**src/rtl/imem_loader_pkg.sv**
```systemverilog
// Shared definitions for the instruction-memory boot loader.
//   XLEN   : core word width in bits
//   NBYTES : bytes per word; this is also the address step between words
//   IDX_W  : width of the byte-lane index inside a word
//   imem_loader_state_t : loader FSM states
package imem_loader_pkg;

  localparam int XLEN   = 32;
  localparam int NBYTES = XLEN / 8;
  localparam int IDX_W  = $clog2(NBYTES);

  typedef enum logic [1:0] {
    IDLE,
    RECV,
    WRITE,
    DONE
  } imem_loader_state_t;

endpackage : imem_loader_pkg

```
**src/rtl/imem_loader_byte_packer.sv**
```systemverilog
// Packs a little-endian byte stream into one XLEN-bit word.
//   clk, rst_n : clock, asynchronous active-low reset
//   clear      : zero the word buffer and reset the lane index (wins over load)
//   load       : write byte_in into lane [8*idx +: 8], then advance idx
//   byte_in    : incoming stream byte
//   word       : packed word; lanes not yet loaded read as zero
//   full       : the next load fills the top lane (idx == NBYTES-1)
module byte_packer
  import imem_loader_pkg::*;
(
  input  logic            clk,
  input  logic            rst_n,
  input  logic            clear,
  input  logic            load,
  input  logic [7:0]      byte_in,
  output logic [XLEN-1:0] word,
  output logic            full
);

  logic [IDX_W-1:0] idx;

  // NOTE: the word buffer is a handful of flops rather than a memory array,
  // so it is reset; this also makes mem_wdata read zero straight out of reset.
  always_ff @(posedge clk or negedge rst_n) begin
    if (!rst_n) begin
      word <= '0;
      idx  <= '0;
    end else if (clear) begin
      word <= '0;
      idx  <= '0;
    end else if (load) begin
      word[8*idx +: 8] <= byte_in;
      // Wraps to zero after the top lane; the loader clears us before reuse.
      idx              <= idx + 1'b1;
    end
  end

  assign full = (idx == IDX_W'(NBYTES - 1));

endmodule : byte_packer

```
**src/rtl/imem_loader.sv**
```systemverilog
// Boot-time program loader for the instruction memory.
// Accepts bytes over a valid/ready link, packs them into XLEN-bit words and
// issues one single-cycle write per word at consecutive word addresses
// starting at BASE_ADDR. Writes beyond MEM_DEPTH words are suppressed and
// flagged as overflow.
//   start                      : begin (or restart) a load; honoured in IDLE/DONE
//   in_valid/in_data/in_last   : byte stream from the host link
//   in_ready                   : byte accepted when in_valid && in_ready
//   mem_we/mem_addr/mem_wdata  : instruction-memory write port
//   busy, done, overflow, word_count : status of the current load
// Every output is decoded from registers only.
module imem_loader
  import imem_loader_pkg::*;
#(
  parameter int                    ADDR_WIDTH = XLEN,
  parameter int                    MEM_DEPTH  = 1024,
  parameter logic [ADDR_WIDTH-1:0] BASE_ADDR  = '0
) (
  input  logic                         clk,
  input  logic                         rst_n,
  input  logic                         start,
  input  logic                         in_valid,
  input  logic [7:0]                   in_data,
  input  logic                         in_last,
  output logic                         in_ready,
  output logic                         mem_we,
  output logic [ADDR_WIDTH-1:0]        mem_addr,
  output logic [XLEN-1:0]              mem_wdata,
  output logic                         busy,
  output logic                         done,
  output logic                         overflow,
  output logic [$clog2(MEM_DEPTH):0]   word_count
);

  localparam int CNT_W = $clog2(MEM_DEPTH) + 1;
  localparam logic [CNT_W-1:0]      DEPTH_C = CNT_W'(MEM_DEPTH);
  localparam logic [ADDR_WIDTH-1:0] STEP_C  = ADDR_WIDTH'(NBYTES);

  imem_loader_state_t    state_q, state_d;
  logic [ADDR_WIDTH-1:0] addr_q;
  logic [CNT_W-1:0]      cnt_q;
  logic                  ovf_q;
  logic                  last_q;

  logic                  pk_clear;
  logic                  pk_load;
  logic                  pk_full;
  logic [XLEN-1:0]       pk_word;
  logic                  room;

  assign room = (cnt_q < DEPTH_C);

  byte_packer u_packer (
    .clk     (clk),
    .rst_n   (rst_n),
    .clear   (pk_clear),
    .load    (pk_load),
    .byte_in (in_data),
    .word    (pk_word),
    .full    (pk_full)
  );

  // NOTE: every signal driven here gets a default first, so no path through
  // the case can leave one unassigned and infer a latch.
  always_comb begin
    state_d  = state_q;
    pk_clear = 1'b0;
    pk_load  = 1'b0;
    unique case (state_q)
      IDLE, DONE: begin
        if (start) begin
          pk_clear = 1'b1;
          state_d  = RECV;
        end
      end
      RECV: begin
        // in_ready is high throughout RECV, so in_valid alone is the handshake.
        if (in_valid) begin
          pk_load = 1'b1;
          if (pk_full || in_last) state_d = WRITE;
        end
      end
      WRITE: begin
        if (room) begin
          pk_clear = 1'b1;
          state_d  = last_q ? DONE : RECV;
        end else begin
          // Image larger than memory: drop the word and stall the stream.
          state_d = DONE;
        end
      end
      default: state_d = IDLE;
    endcase
  end

  // NOTE: sequential state uses non-blocking assignments so every register
  // samples the pre-edge values regardless of statement order.
  always_ff @(posedge clk or negedge rst_n) begin
    if (!rst_n) begin
      state_q <= IDLE;
      addr_q  <= BASE_ADDR;
      cnt_q   <= '0;
      ovf_q   <= 1'b0;
      last_q  <= 1'b0;
    end else begin
      state_q <= state_d;
      if ((state_q == IDLE || state_q == DONE) && start) begin
        addr_q <= BASE_ADDR;
        cnt_q  <= '0;
        ovf_q  <= 1'b0;
        last_q <= 1'b0;
      end else if (state_q == RECV && in_valid && (pk_full || in_last)) begin
        last_q <= in_last;
      end else if (state_q == WRITE) begin
        if (room) begin
          addr_q <= addr_q + STEP_C;
          cnt_q  <= cnt_q + 1'b1;
        end else begin
          ovf_q  <= 1'b1;
        end
      end
    end
  end

  assign in_ready   = (state_q == RECV);
  assign busy       = (state_q == RECV) || (state_q == WRITE);
  assign done       = (state_q == DONE);
  assign mem_we     = (state_q == WRITE) && room;
  assign mem_addr   = addr_q;
  assign mem_wdata  = pk_word;
  assign overflow   = ovf_q;
  assign word_count = cnt_q;

endmodule : imem_loader

```
**config.mk**
```make
export PLATFORM = sky130hd
export DESIGN_NAME = imem_loader
export DESIGN_NICKNAME = d
export VERILOG_FILES = /design/src/rtl/imem_loader_pkg.sv /design/src/rtl/imem_loader_byte_packer.sv /design/src/rtl/imem_loader.sv
export SDC_FILE = /design/constraint.sdc
export NUM_CORES = 1
export LEC_CHECK = 0
export ABC_AREA = 1
export ABC_CLOCK_PERIOD_IN_PS = 3300
export BUFFER_PORTS_ARGS = -buffer_cell sky130_fd_sc_hd__buf_2
export CAP_MARGIN = 10
export CORE_MARGIN = 2
export CORE_UTILIZATION = 59
export CTS_BUF_LIST = sky130_fd_sc_hd__clkbuf_16
export DETAILED_ROUTE_END_ITERATION = 6
export GPL_TIMING_DRIVEN = 0
export PLACE_DENSITY_LB_ADDON = 0.1
export SETUP_SLACK_MARGIN = 0.5
export SYNTH_ARGS = -nofsm -noshare
export SYNTH_HDL_FRONTEND = slang
export SYNTH_SLANG_ARGS = --single-unit
```
**constraint.sdc**
```tcl
create_clock -name clk -period 3.3 [get_ports clk]
set_clock_uncertainty 0.05 [all_clocks]
set_input_delay 0.33 -clock clk [delete_from_list [all_inputs] [get_ports clk]]
set_output_delay 0.33 -clock clk [all_outputs]
set_load 0.02 [all_outputs]
```
Yosys cells after proc, flatten, opt, wreduce, memory -nomap -nowiden --
Cells that the tools add are included. W data, S select, Z words.
Cells by class: add/subtract/negate cells 4, $lt $le $gt $ge 1, equal/unequal tests 9, shift-type cells 2, multiplexer cells 30, reduce and logical (&&, ||, !) cells 16
Operators by type and width (number):
- $mux W32 | 6
- $mux W11 | 4
- $neg A5 Y34 | 1
- $shift A8 B34 Y32 const A | 1
- $shiftx A8 B34 Y32 | 1
- $add A32 B3 Y32 const B | 1
- $bwmux W32 | 1
- $mux W2 | 7
- $add A11 B1 Y11 const B | 1
- $lt A11 B11 Y1 const B | 1
- $mux W1 | 10
- $reduce_and A3 Y1 | 3
- $reduce_bool A2 Y1 | 4
- $eq A2 B2 Y1 const B | 3
- $ne A2 B2 Y1 const B | 3
- $pmux W2 S3 | 1
- $logic_and A1 B1 Y1 | 4
- $ne A2 B1 Y1 const B | 2
- $logic_or A1 B1 Y1 | 3
- $add A2 B1 Y2 const B | 1
- $eq A2 B1 Y1 const B | 1
- $logic_not A2 Y1 | 1
- $pmux W1 S2 | 1
- $reduce_or A2 Y1 | 1
Storage, ports and cells: register bits after elaboration 81, bits of input ports 13

Logic depth before layout (Yosys ltp) --
Gate-level depths: netlist of run 1.
word-level depth 5, mapped depth 12, depth with buffers taken out 11

Modules after synthesis --
Synthesis of run 1 repeated with hierarchy kept, for this count alone.
Unflattened totals: cell total of the unflattened synthesis 572, area, all modules 4410.5 sq um
Modules (own cells, without submodules):
- imem_loader | times used 1, cells an instance 367, area an instance 2720.1 sq um, seq. area each 1126.1 sq um
- byte_packer | times used 1, cells an instance 205, area an instance 1690.4 sq um, seq. area each 850.8 sq um

Worst setup path after synthesis of run 1 --
OpenSTA, ideal clock, no wires.
path kind flip-flop to flip-flop, start point register state_q[1], end point register addr_q[13] (netlist: mem_addr[13]), library setup time 123 ps, arrival time 1595 ps, required time 3127 ps, path slack 1532 ps, cell stages (with the launch flop) 11, path buffers 1, period minus slack after synthesis 1768 ps, path through dfrtp_1 inv_1 ha_1 nand2_2 nor2_4 nand2_4 nand2_8 buf_8 nor2_2 o21ai_0 nor2_1
Between the ends: longest elaborated chain between the ends 5, elaborated cells on any way between the ends 13, classes of those cells 4 x eq/ne; 1 x mux; 8 x reduce/logical
Ends and longest elaborated chain:
- start, declared | line imem_loader.sv:39 | imem_loader_state_t state_q, state_d;
- start signal, assigned | line imem_loader.sv:106 | state_q <= state_d;
- $eq A2 B1 Y1
- net in_ready | line imem_loader.sv:25 | output logic in_ready,
- $logic_and A1 B1 Y1 (2 in a row) | line imem_loader.sv:112 | end else if (state_q == RECV && in_valid && (pk_full || in_last)) begin
- $ne A2 B2 Y1 (no line)
- $reduce_and A3 Y1 (no line)
- end signal, assigned | line imem_loader.sv:116 | addr_q <= addr_q + STEP_C;
- end, declared | line imem_loader.sv:40 | logic [ADDR_WIDTH-1:0] addr_q;
The timed path passes the listed nets, and every way through them passes these cells. A chain may end at the register's enable or synchronous reset.

Worst setup path in the final report of run 1 --
start point register u_packer.idx[0], end point register u_packer.word[30]
Between the ends: longest elaborated chain between the ends 5, elaborated cells on any way between the ends 6, classes of those cells 1 x add/sub; 2 x shift; 3 x mux
Ends and longest elaborated chain:
- start, declared | line imem_loader_byte_packer.sv:20 | logic [IDX_W-1:0] idx;
- start signal, assigned | line imem_loader_byte_packer.sv:34 | idx <= idx + 1'b1;
- $neg A5 Y34 * | line imem_loader_byte_packer.sv:32 | word[8*idx +: 8] <= byte_in;
- $shiftx A8 B34 Y32 / $shift A8 B34 Y32 (equally long branches) | line imem_loader_byte_packer.sv:32
- $bwmux W32 * | line imem_loader_byte_packer.sv:32
- $mux W32 * | line imem_loader_byte_packer.sv:31 | end else if (load) begin
- $mux W32 * | line imem_loader_byte_packer.sv:28 | end else if (clear) begin
- end signal, assigned by index | line imem_loader_byte_packer.sv:32
- end, declared | line imem_loader_byte_packer.sv:16 | output logic [XLEN-1:0] word,
Mark *: on every way between the ends. The rest lies on a longest branch, timed or not. The select of a mux whose other input is x is not followed.

==> results of run 1 <==
-- power by group through the flow --
stage | clock network, mW | registers, mW | logic [mW]
2_1_floorplan | 0 | 1.38 | 0.860
3_3_place_gp | 0 | 1.24 | 1.37
3_5_place_dp | 0 | 1.24 | 1.41
4_1_cts | 1.22 | 1.23 | 1.42
5_1_grt | 1.27 | 1.25 | 1.56
6_report | 1.20 | 1.23 | 1.42
-- sequential cells by signal (all words and copies together) (netlist names) --
register / cells
u_packer.word: 32
last_q: 1
mem_addr: 30
state_q: 2
u_packer.idx: 2
overflow: 1
word_count: 11
-- per-stage QoR --
stage	std cells	utilization, %	worst slack [ns]	hold slack, ns
finish	776	74.2	1.33	0.219
detailed placement	760	69.0	1.39	0.269
global route	776	74.2	1.23	0.236
global placement	759	68.6	1.30	0.438
CTS	776	74.2	1.35	0.218
floorplan	570	-	1.53	-0.0156
-- kinds of logic (layout without fill, tap and decap cells) --
logic type                 count (synthesis)  count (layout)  synth area share (%)
buffers and inverters                     78             185                  8.07
AOI/OAI and AO/OA                         85              85                  10.6
adders and majority gates                 11              11                  3.15
xor gates and xnor gates                   1               1                 0.200
DFF                                       79              79                  45.2
and+or+nand+nor                          314             314                  32.7
other                                      1               2                0.0858
-- per-layer routing --
metal | part of all wire (%) | track usage (%)
met1 | 42 | 36.5
met4 | 1.1 | 8.59
met2 | 51 | 47.2
met3 | 5.6 | 4.61
met5 | 0 | 0
-- final cells by class --
type / instances / share of cell area, %
Buffer: 15 / 2.13
Inverter: 63 / 4.47
Clock inverter: 6 / 2.50
Tap cell: 99 / 2.32
Sequential cell: 79 / 37.0
Multi-Input combinational cell: 413 / 38.3
Clock buffer: 9 / 4.21
Timing Repair Buffer: 92 / 9.17
-- cells in the mapped netlist, drive strengths merged (2+ instances only) --
| cell type | number | area, um^2 |
|---|---|---|
| ha | 11 | 138 |
| clkinv | 2 | 7.51 |
| nand4 | 7 | 43.8 |
| a21oi | 30 | 161 |
| nor3 | 4 | 20.0 |
| nand2 | 137 | 581 |
| dfrtp | 79 | 1980 |
| o21ai | 42 | 210 |
| nand3 | 71 | 365 |
| a31oi | 5 | 31.3 |
| buf | 15 | 114 |
| inv | 61 | 231 |
| nor3b | 3 | 22.5 |
| nor2 | 89 | 379 |
| o21a | 4 | 30.0 |
-- worst max-delay path, delay by kind of cell, from the launching register on --
kind	cells	cell delay (ns)
fa+ha+maj	1	0.38
compound gates	1	0.19
flops	1	0.47
buf+inv	1	0.16
simple gates	2	0.63
-- worst paths after layout --
check	slack [ns]	to	from
worst max-delay path	1.33	u_packer.word[30]	u_packer.idx[0]
worst min-delay path	0.22	u_packer.word[3]	in_data[3]
worst max register to register	1.33	u_packer.word[30]	u_packer.idx[0]
worst min register to register	0.46	overflow	overflow
max in group asynchronous	2.17	mem_addr[10]	rst_n
min in group asynchronous	0.44	u_packer.word[3]	rst_n
-- cells in the final DEF (no fill, tap or decap), types with 5 or more instances in the layout --
cell type / netlist / layout
sky130_fd_sc_hd__nand2_1: 128 / 128
sky130_fd_sc_hd__buf_2: 4 / 93
sky130_fd_sc_hd__nor2_1: 79 / 79
sky130_fd_sc_hd__dfrtp_1: 79 / 79
sky130_fd_sc_hd__nand3_1: 69 / 69
sky130_fd_sc_hd__inv_1: 60 / 60
sky130_fd_sc_hd__o21ai_0: 32 / 32
sky130_fd_sc_hd__a21oi_1: 27 / 27
sky130_fd_sc_hd__ha_1: 11 / 11
sky130_fd_sc_hd__o21ai_1: 10 / 10
sky130_fd_sc_hd__clkbuf_16: 0 / 9
sky130_fd_sc_hd__nand4_1: 7 / 7
sky130_fd_sc_hd__nor2_2: 6 / 6
sky130_fd_sc_hd__nand2_4: 6 / 6
sky130_fd_sc_hd__buf_4: 5 / 6
sky130_fd_sc_hd__a31oi_1: 5 / 5
-- timing repair --
action,CTS,global route
endpoints found under the setup margin,0,0
buffers inserted,0,0
hold buffers,1,0
hold endpoints to repair,34,0
==> impl_results.md, run 1 <==
* Ratio of cells with drive above 1 in the final layout at 21.4%
* Root buf cell: sky130_fd_sc_hd__clkbuf_16
* Required time at the endpoint of the critical path at 3.51 ns
* Syn. warnings at 0
* First-pass iteration count of the detailed router at 5
* Die area at 8120 um^2
* Storage element area at 1980 um^2
* Net switching power at 1.48 mW
* Global-route wire length before repair at 18400 um
* Overall routed net length at 10800 um
* DPL Wire Length at 7950 um
* Die Y-Extent at 90.1 um
* Gp weighted congestion at 0.880
* CTS max path bufs at 2
* Area taken by multi-input logic gates at 2050 um^2
* Combinational share of power at 36.8%
* CTS H-tree lvls at 3
* Yosys reg bits at 79
* Largest net degree at the start of global routing at 46
* Switching part of the total power at 38.5%
* Clock share of power at 31.3%
* Count of unique library cells instantiated by Yosys at 37
* Total power draw at 3.85 mW
* Count of max-cap constraint violations at 0
* Via Count at 4212
* Drt initial violations at 247
* Total gr overflow at 0
* Static Leakage at 2.86 nW
* Worst path max stage delay at 0.47 ns
* Initial antenna violation count at 0
* Starting Density at 60.6%
* Slew at the pin closest to its max-slew limit at 0.512 ns
* Type of the most critical hold path: input port to flop
* # DRC at 0
* Clock Sink Count at 79
* Setup repair after global routing missed its margin: no
* Largest driver fanout on the critical path at 8
* Critical Path AT at 2.17 ns
* Area added between synthesis and finish at 22.3%
* Post-DRT Antenna Nets at 0
* PwrDens at 719 nW/um^2
* Cell Chain, Critical Path: inv_1, ha_1, nor2_1, nand3_1, a21oi_1
* Internal at 2.36 mW
* Part of the total power dissipated in sequential elements at 31.9%
* Clock transition at the registers of the reported paths at 0.06 ns
* Filler instances at 569
* Hold-critical path depth at 3
* Core region area at 7210 um^2
* Number of rows in the core area at 31
* Netlist Area Pre-Place at 4370 um^2
* Overall global routing resource usage at 27.8%
* Die boundary width at 90.1 um
* Avg Inst Size Synth at 7.69 um^2
* Peak supply drop at 421 uV
* IO buf count at 90
* Fraction of the yosys area taken by sequential cells at 45.2%
* Setup total negative slack at 0 ns
* Number of global-route vias before repair at 3915
* CTS tree: done
* Area of all placed cells without fillers at 5350 um^2
* Num CTS Buffers at 9
* Final number of max-transition violations at 0
* Path type of the worst setup path: flop to flop
* Minimum clock period at 1.97 ns
* Layout net count at 697
* # resized after CTS at 0
* Maximum achievable frequency at 509 MHz
* Top FF cell, synth: sky130_fd_sc_hd__dfrtp_1
* Run status: finished, final reports clean
* Kind of start point of the critical path: flop
* FFs w/ async S/R, synth at 100%
* Hold Vio Cnt, Final at 0
* Endpoints failing setup at 0
* Crit path capture type: flop
* Placed Instance Area at 4980 um^2
* Worst slew margin relative to its limit at 65.9%
* Tcrit/Tclk final at 59.5%
* R2R cell count at 5
* Via count normalized by instance count at 5.43
* Count of mapped cells out of synthesis at 569
* Wirelength per Cell at 14.0 um
* Antenna cells at 0
* EDFF count, synth at 0
* Cell with the largest stage delay on the worst path: sky130_fd_sc_hd__dfrtp_1
* Number of top-level pins at 93
* Worst-Skew Late Latency at 0.33 ns
Power figures use the tool's default switching activity.
==> inputs of run 2 (changes only) <==
ABC_AREA = 0   (was 1)
ABC_CLOCK_PERIOD_IN_PS = 2100   (was 3300)
CORE_UTILIZATION = 53   (was 59)
clock period = 2.1 ns   (was 3.3 ns; I/O delays follow)
==> run 2 against run 1 <==
Cell count decreased by 21%. Register-to-register slack got worse by 1.3 ns. Synthesized cell count shrank 38%. Synthesized area shrank 14%. Non-clock buffer count up 55. Die area is 4.5% lower. Critical endpoint is now mem_addr[21]. Highest routed layer unchanged.
==> impl_results.md, run 2 <==
* Run status: finished, final reports clean
* Clock transition at the registers of the reported paths at 0.06 ns (about the same)
* Largest Register: u_packer.word
* Static Leakage at 2.75 nW (-3.8%)
* Die Y-Extent at 88.0 um (-2.3%)
* Worst path max stage delay at 0.41 ns (-0.06 ns)
* Cell with the largest stage delay on the worst path: sky130_fd_sc_hd__dfrtp_2
* Yosys reg bits at 79 (unchanged)
* Combinational share of power at 40.7% (+3.9 points)
* Internal at 3.96 mW (+68%)
* Setup repair after global routing missed its margin: yes
* Post-synthesis simple-gate area fraction at 20.4% (-12 points)
* Drt initial violations at 269 (+8.9%)
* Die area at 7750 um^2 (-4.5%)
* First-pass iteration count of the detailed router at 4 (-1)
* Worst-Skew Late Latency at 0.34 ns (about the same)
* Share of the synthesized area in compound gates (AO/OA/AOI/OAI) at 14.3% (+3.7 points)
* Startpoint of the worst-slack reg-to-reg timing path: state_q[0]
* Hold-critical path depth at 2 (-1)
* Count of unique library cells instantiated by Yosys at 44 (+19%)
* Kind of start point of the critical path: flop
* Ranking of synthesized cells by area: sky130_fd_sc_hd__dfrtp_1, sky130_fd_sc_hd__nor2_1, sky130_fd_sc_hd__a22o_1
* Mux contribution to synthesized area at 0.802% (+0.80 points)
* Number of flip-flops under the largest register name at 32 (unchanged)
* Total gr overflow at 0 (unchanged)
* Number of global-route vias before repair at 3177 (-19%)
* Post-DRT Antenna Nets at 0 (unchanged)
* R2R cell count at 8 (+3)
* Maximum achievable frequency at 480 MHz (-5.7%)
* Buffers & Inverters on Critical Path at 2 (+1)
* CTS tree: done
* Root buf cell: sky130_fd_sc_hd__clkbuf_16
* Total power draw at 6.18 mW (+61%)
* Initial antenna violation count at 0 (unchanged)
* Type of the most critical hold path: input port to flop
* Endpoints failing setup at 0 (unchanged)
* R2R setup slack at 0.02 ns (-1.32 ns)
* Number of rows in the core area at 30 (-3.2%)
* Part of the total power dissipated in sequential elements at 30.3% (-1.6 points)
* Adder-cell share of the synthesized area at 3.68% (+0.53 points)
* Crit path capture type: flop
* Count of mapped cells out of synthesis at 352 (-38%)
* Xor/xnor share of the synthesized area at 5.38% (+5.2 points)
* Via Count at 3490 (-17%)
* Net switching power at 2.22 mW (+50%)
* Netlist Area Pre-Place at 3740 um^2 (-14%)
* Tcrit/Tclk final at 99.2% (+40 points)
* R2R Path End: mem_addr[21]
* Global-route wire length before repair at 15500 um (-16%)
* Clock Sink Count at 79 (unchanged)
* Critical Path AT at 2.30 ns (+0.13 ns)
* Layout net count at 537 (-23%)
* Worst Setup Slack, final at 0.0158 ns (-1.32 ns)
* Main combinational cell family by area after synthesis: simple AND/OR/NAND/NOR gates
* Wirelength per Cell at 18.2 um (+30%)
* Count of max-cap constraint violations at 0 (unchanged)
* Avg Inst Size Synth at 10.6 um^2 (+38%)
* Starting Density at 54.8% (-5.8 points)
* CTS H-tree lvls at 3 (unchanged)
* Commonest non-fill, non-tap cells in the layout: sky130_fd_sc_hd__buf_2, sky130_fd_sc_hd__dfrtp_1, sky130_fd_sc_hd__nor2_1, sky130_fd_sc_hd__buf_4, sky130_fd_sc_hd__buf_6
* Cell Chain, Critical Path: inv_2, ha_4, nand2_4, a21oi_4, nand4_1, buf_6, or3_4, a21oi_2
* Die boundary width at 88.0 um (-2.3%)
* Ranking of synthesized cells by instance count: sky130_fd_sc_hd__dfrtp_1, sky130_fd_sc_hd__nor2_1, sky130_fd_sc_hd__nand2_1
* IO buf count at 90 (unchanged)
* Cell with the most instances after synthesis: sky130_fd_sc_hd__dfrtp_1
* Minimum clock period at 2.08 ns (+0.119 ns)
* Fraction of the yosys area taken by sequential cells at 52.8% (+7.6 points)
* Area added between synthesis and finish at 51.1%
* FFs w/ async S/R, synth at 100% (unchanged)
* Via count normalized by instance count at 5.68 (+4.7%)
* Setup total negative slack at 0 ns (unchanged)
* Top FF cell, synth: sky130_fd_sc_hd__dfrtp_1
* Largest driver fanout on the critical path at 5 (-3)
* Hold Vio Cnt, Final at 0 (unchanged)
* Clock share of power at 29.0% (-2.3 points)
* Core region area at 6830 um^2 (-5.3%)
* Leading cell type in the layout, fill and taps excluded: sky130_fd_sc_hd__buf_2
* Number of top-level pins at 93 (unchanged)
* Switching part of the total power at 35.9% (-2.6 points)
* CTS max path bufs at 2 (unchanged)
* Fraction of synthesized cell area taken by the top area cell type at 52.8% (+7.6 points)
* PwrDens at 1090 nW/um^2 (+52%)
* Largest net degree at the start of global routing at 49 (+6.5%)
* Cell type group with the largest total delay on the critical path: simple AND/OR/NAND/NOR gates
* Overall global routing resource usage at 26.3% (-1.5 points)
* DPL Wire Length at 6200 um (-22%)
* Overall routed net length at 11100 um (+2.9%)
* Post-Place Setup Slack at -0.131 ns (-1.52 ns)
* Path type of the worst setup path: flop to flop
* Final number of max-transition violations at 0 (unchanged)
* Origin of the worst min-delay path: in_data[6]
* Area leader, netlist: sky130_fd_sc_hd__dfrtp_1
* Peak supply drop at 668 uV (+59%)
* Syn. warnings at 0 (unchanged)
* Antenna cells at 0 (unchanged)
* # DRC at 0 (unchanged)
* Filler instances at 394 (-31%)
* Ratio of cells with drive above 1 in the final layout at 49.0% (+28 points)
* Capture endpoint of the worst hold path: u_packer.word[6]
* EDFF count, synth at 0 (unchanged)
* Required time at the endpoint of the critical path at 2.32 ns (-1.19 ns)
* Gp weighted congestion at 0.778 (-12%)
* Num CTS Buffers at 9 (unchanged)
==> run 2: what timing repair did <==
action	in CTS	in global routing
pin swaps	35	43
buffers inserted	27	28
gates cloned	1	1
endpoints found under the hold margin	31	0
gates resized for setup	44	57
hold buffers	1	0
endpoints found under the setup margin	79	80
==> run 2: how the worst max path moves through the flow <==
| stage | cells past startpoint | to | start | slack (ns) |
|---|---|---|---|---|
| 2_1_floorplan | 7 | u_packer.word[0] | state_q[1] | 0.16 |
| 6_report | 8 | mem_addr[21] | state_q[0] | 0.02 |
| 4_1_cts | 8 | mem_addr[21] | state_q[0] | 0.12 |
| 3_5_place_dp | 8 | u_packer.word[24] | state_q[1] | -0.13 |
| 3_3_place_gp | 8 | u_packer.word[24] | state_q[1] | -0.07 |
| 5_1_grt | 8 | mem_addr[21] | state_q[0] | -0.03 |
==> run 2: power groups by stage <==
stage	clock, mW	sequential [mW]	combinational, mW
6_report	1.79	1.87	2.52
5_1_grt	1.87	1.89	2.66
4_1_cts	1.80	1.85	2.00
3_5_place_dp	0	1.88	1.66
3_3_place_gp	0	1.88	1.62
2_1_floorplan	0	2.03	1.02
==> run 2: routing by layer <==
metal / share of wire, % / global-route usage (%) / wire, um
met5: 0 / 0 / 0
met4: 2.9 / 11.0 / 326
met3: 5.1 / 5.37 / 573
met2: 51 / 42.7 / 5680
met1: 41 / 34.5 / 4570
==> run 2: final cells by class <==
cell class	instances	area (um^2)	share of cell area, %
clock buffer	9	225	3.98
buffer	13	113	1.99
tap	96	120	2.12
inverter	9	40.0	0.708
multi-input combinational	252	2050	36.3
clock inverter	7	111	1.97
sequential	79	1990	35.1
timing repair buffer	149	1010	17.8
==> run 2: cell families (layout without fill, tap and decap cells) <==
kind of cell,count (synthesis),in the layout
mux,3,3
other cells,1,2
simple gates,135,135
xor+xnor,23,23
flops,79,79
fa+ha+maj,11,11
compound gates,78,78
buf+inv,22,187
==> run 2: stage by stage <==
| step | hold slack (ns) | instance area, um^2 | utilization, % | instances |
|---|---|---|---|---|
| after global routing | 0.115 | 5660 | 82.8 | 614 |
| after detailed placement | 0.140 | 4450 | 65.1 | 540 |
| after CTS | 0.0901 | 5160 | 75.5 | 585 |
| after global placement | 0.432 | 4420 | 64.7 | 539 |
| final | 0.0996 | 5660 | 82.8 | 614 |
| after floorplan | -0.136 | 3850 | - | 353 |
==> inputs of run 3 (changes only) <==
--- a/config.mk
+++ b/config.mk
@@ -13,8 +13,10 @@
 export CORE_UTILIZATION = 53
 export CTS_BUF_LIST = sky130_fd_sc_hd__clkbuf_16
+export CTS_CLUSTER_SIZE = 20
 export DETAILED_ROUTE_END_ITERATION = 6
 export GPL_TIMING_DRIVEN = 0
 export PLACE_DENSITY_LB_ADDON = 0.1
 export SETUP_SLACK_MARGIN = 0.5
+export SLEW_MARGIN = 40
 export SYNTH_ARGS = -nofsm -noshare
 export SYNTH_HDL_FRONTEND = slang
==> constraint.sdc (replaced) <==
create_clock -name clk -period 2.1 [get_ports clk]
set_clock_uncertainty 0.05 [all_clocks]
set_input_delay 0.63 -clock clk [delete_from_list [all_inputs] [get_ports clk]]
set_output_delay 0.63 -clock clk [all_outputs]
set_load 0.02 [all_outputs]
==> run 3 against run 2 <==
Clock power down 22%. Global-route usage up 0.80 points. Cell count up 2.8%. Non-clock buffer count up 17. Register-to-register slack better by 0.06 ns. Power down 8.3%. Sequential share of layout area down 0.51 points. Critical endpoint is now mem_addr[31]. Highest routed layer unchanged.
==> impl_results.md, run 3 (synthesis results as in run 2) <==
* GR Util met3 at 4.15% (-1.2 points)
* Number of hold buffers added after CTS at 0 (-1)
* Num CTS Buffers at 9 (unchanged)
* Largest driver fanout on the critical path at 10 (+5)
* Area added between synthesis and finish at 54.2%
* IO buf count at 90 (unchanged)
* Total power draw at 5.67 mW (-8.3%)
* Gp weighted congestion at 0.779 (+0.21%)
* Net switching power at 2.15 mW (-3.0%)
* First-pass iteration count of the detailed router at 5 (+1)
* Number of rows in the core area at 30 (unchanged)
* Cell type group with the largest total delay on the critical path: simple AND/OR/NAND/NOR gates
* Peak supply drop at 691 uV (+3.5%)
* Worst path max stage delay at 0.44 ns (+0.03 ns)
* Required time at the endpoint of the critical path at 2.30 ns (-0.02 ns)
* R2R cell count at 5 (-3)
* Largest Register: u_packer.word
* Count of max-cap constraint violations at 0 (unchanged)
* Root buf cell: sky130_fd_sc_hd__clkbuf_16
* R2R setup slack at 0.08 ns (+0.06 ns)
* Hold Vio Cnt, Final at 0 (unchanged)
* DPL Wire Length at 6370 um (+2.6%)
* Number of global-route vias before repair at 3298 (+3.8%)
* Kind of start point of the critical path: flop
* Endpoints failing setup at 0 (unchanged)
* Core region area at 6830 um^2 (unchanged)
* Leading cell type in the layout, fill and taps excluded: sky130_fd_sc_hd__buf_2
* Area of all placed cells without fillers at 5770 um^2 (+2.1%)
* Post-Place Setup Slack at -0.105 ns (+0.0264 ns)
* Wirelength per Cell at 18.8 um (+3.6%)
* Starting Density at 54.8% (unchanged)
* Final number of max-transition violations at 0 (unchanged)
* PwrDens at 981 nW/um^2 (-10%)
* Fraction of met1 tracks used by global routing at 33.8% (-0.67 points)
* CTS tree: done
* CTS max path bufs at 2 (unchanged)
* Combinational share of power at 43.0% (+2.3 points)
* Clock transition at the registers of the reported paths at 0.06 ns (about the same)
* Largest net degree at the start of global routing at 43 (-12%)
* Antenna cells at 0 (unchanged)
* Global-route wire length before repair at 16200 um (+4.5%)
* Critical Path AT at 2.22 ns (-0.08 ns)
* Cell Chain, Critical Path: nand4_4, nor4_2, nand3_1, or3_1, a21oi_2
* Busiest layer in global routing: met2
* Run status: finished, final reports clean
* Clock Sink Count at 79 (unchanged)
* Commonest non-fill, non-tap cells in the layout: sky130_fd_sc_hd__buf_2, sky130_fd_sc_hd__buf_4, sky130_fd_sc_hd__dfrtp_1, sky130_fd_sc_hd__nor2_1, sky130_fd_sc_hd__buf_6
* Overall global routing resource usage at 27.1% (+0.80 points)
* Crit path capture type: flop
* Worst-Skew Late Latency at 0.33 ns (about the same)
* Minimum clock period at 2.02 ns (-0.0636 ns)
* Path type of the worst setup path: flop to flop
* Worst hold slack after final layout at 0.147 ns (+0.0477 ns)
* GR Util met2 at 47.9% (+5.2 points)
* Static Leakage at 2.79 nW (+1.4%)
* Buffers & Inverters on Critical Path at 0 (-2)
* Drt initial violations at 182 (-32%)
* Post-DRT Antenna Nets at 0 (unchanged)
* Die area at 7750 um^2 (unchanged)
* Number of flip-flops under the largest register name at 32 (unchanged)
* Via Count at 3685 (+5.6%)
* Setup repair after global routing missed its margin: yes
* Die boundary width at 88.0 um (unchanged)
* R2R Path End: mem_addr[31]
* Placed Instance Area at 4460 um^2 (+0.14%)
* Cell with the largest stage delay on the worst path: sky130_fd_sc_hd__nor4_2
* Setup total negative slack at 0 ns (unchanged)
* Startpoint of the worst-slack reg-to-reg timing path: mem_addr[17]
* CTS H-tree lvls at 3 (unchanged)
* Maximum achievable frequency at 495 MHz (+3.1%)
* Part of the total power dissipated in sequential elements at 32.6% (+2.3 points)
* Type of the most critical hold path: input port to asynchronous set/reset pin
* Overall routed net length at 11900 um (+6.5%)
* # DRC at 0 (unchanged)
* Via count normalized by instance count at 5.84 (+2.7%)
* Layout net count at 554 (+3.2%)
* Number of top-level pins at 93 (unchanged)
* Initial antenna violation count at 0 (unchanged)
* Switching part of the total power at 37.9% (+2.1 points)
* Tcrit/Tclk final at 96.2% (-3.0 points)
* Internal at 3.52 mW (-11%)
* Clock share of power at 24.5% (-4.5 points)
* Total gr overflow at 0 (unchanged)
* Ratio of cells with drive above 1 in the final layout at 51.6% (+2.6 points)
* Die Y-Extent at 88.0 um (unchanged)
* Worst Setup Slack, final at 0.0794 ns (+0.0636 ns)
-- run 3: repair_timing --
| item | CTS | global route |
|---|---|---|
| buffers inserted | 44 | 30 |
| pin swaps | 34 | 39 |
| resized for setup | 65 | 66 |
| setup endpoints to repair | 106 | 111 |
| cloned | 1 | 0 |
-- run 3: layer usage --
metal  wire, um  up-vias
met5          0        -
met4        391        0
met3        644       37
li1           -     1633
met2       6240      163
met1       4590     1852
-- run 3: area by class of cell --
type	instances	area, um^2
multi-input combinational	252	2010
sequential	79	2000
timing repair buffer	166	1220
fill	379	1060
clock buffer	9	225
tap	96	120
buffer	13	119
inverter	9	40.0
clock inverter	7	33.8
-- run 3: how the worst max path moves through the flow --
| stage | cells after the start | from | endpoint |
|---|---|---|---|
| floorplan | 7 | state_q[1] | u_packer.word[0] |
| global placement | 1 | rst_n | mem_addr[19] |
| detailed placement | 7 | in_valid | u_packer.word[27] |
| CTS | 7 | state_q[1] | mem_addr[21] |
| global route | 6 | mem_addr[3] | mem_addr[22] |
| finish | 5 | mem_addr[17] | mem_addr[31] |
-- run 3: per-stage QoR --
step | std cells | utilization (%)
after floorplan | 353 | -
after global placement | 539 | 64.8
after detailed placement | 540 | 65.2
after CTS | 601 | 77.6
after global routing | 631 | 84.5
final | 631 | 84.5
-- run 3: power groups by stage --
stage / combinational [mW] / clock, mW / sequential (mW)
2_1_floorplan: 1.02 / 0 / 2.03
3_3_place_gp: 1.62 / 0 / 1.88
3_5_place_dp: 1.66 / 0 / 1.89
4_1_cts: 2.16 / 1.37 / 1.83
5_1_grt: 2.57 / 1.45 / 1.87
6_report: 2.43 / 1.39 / 1.85
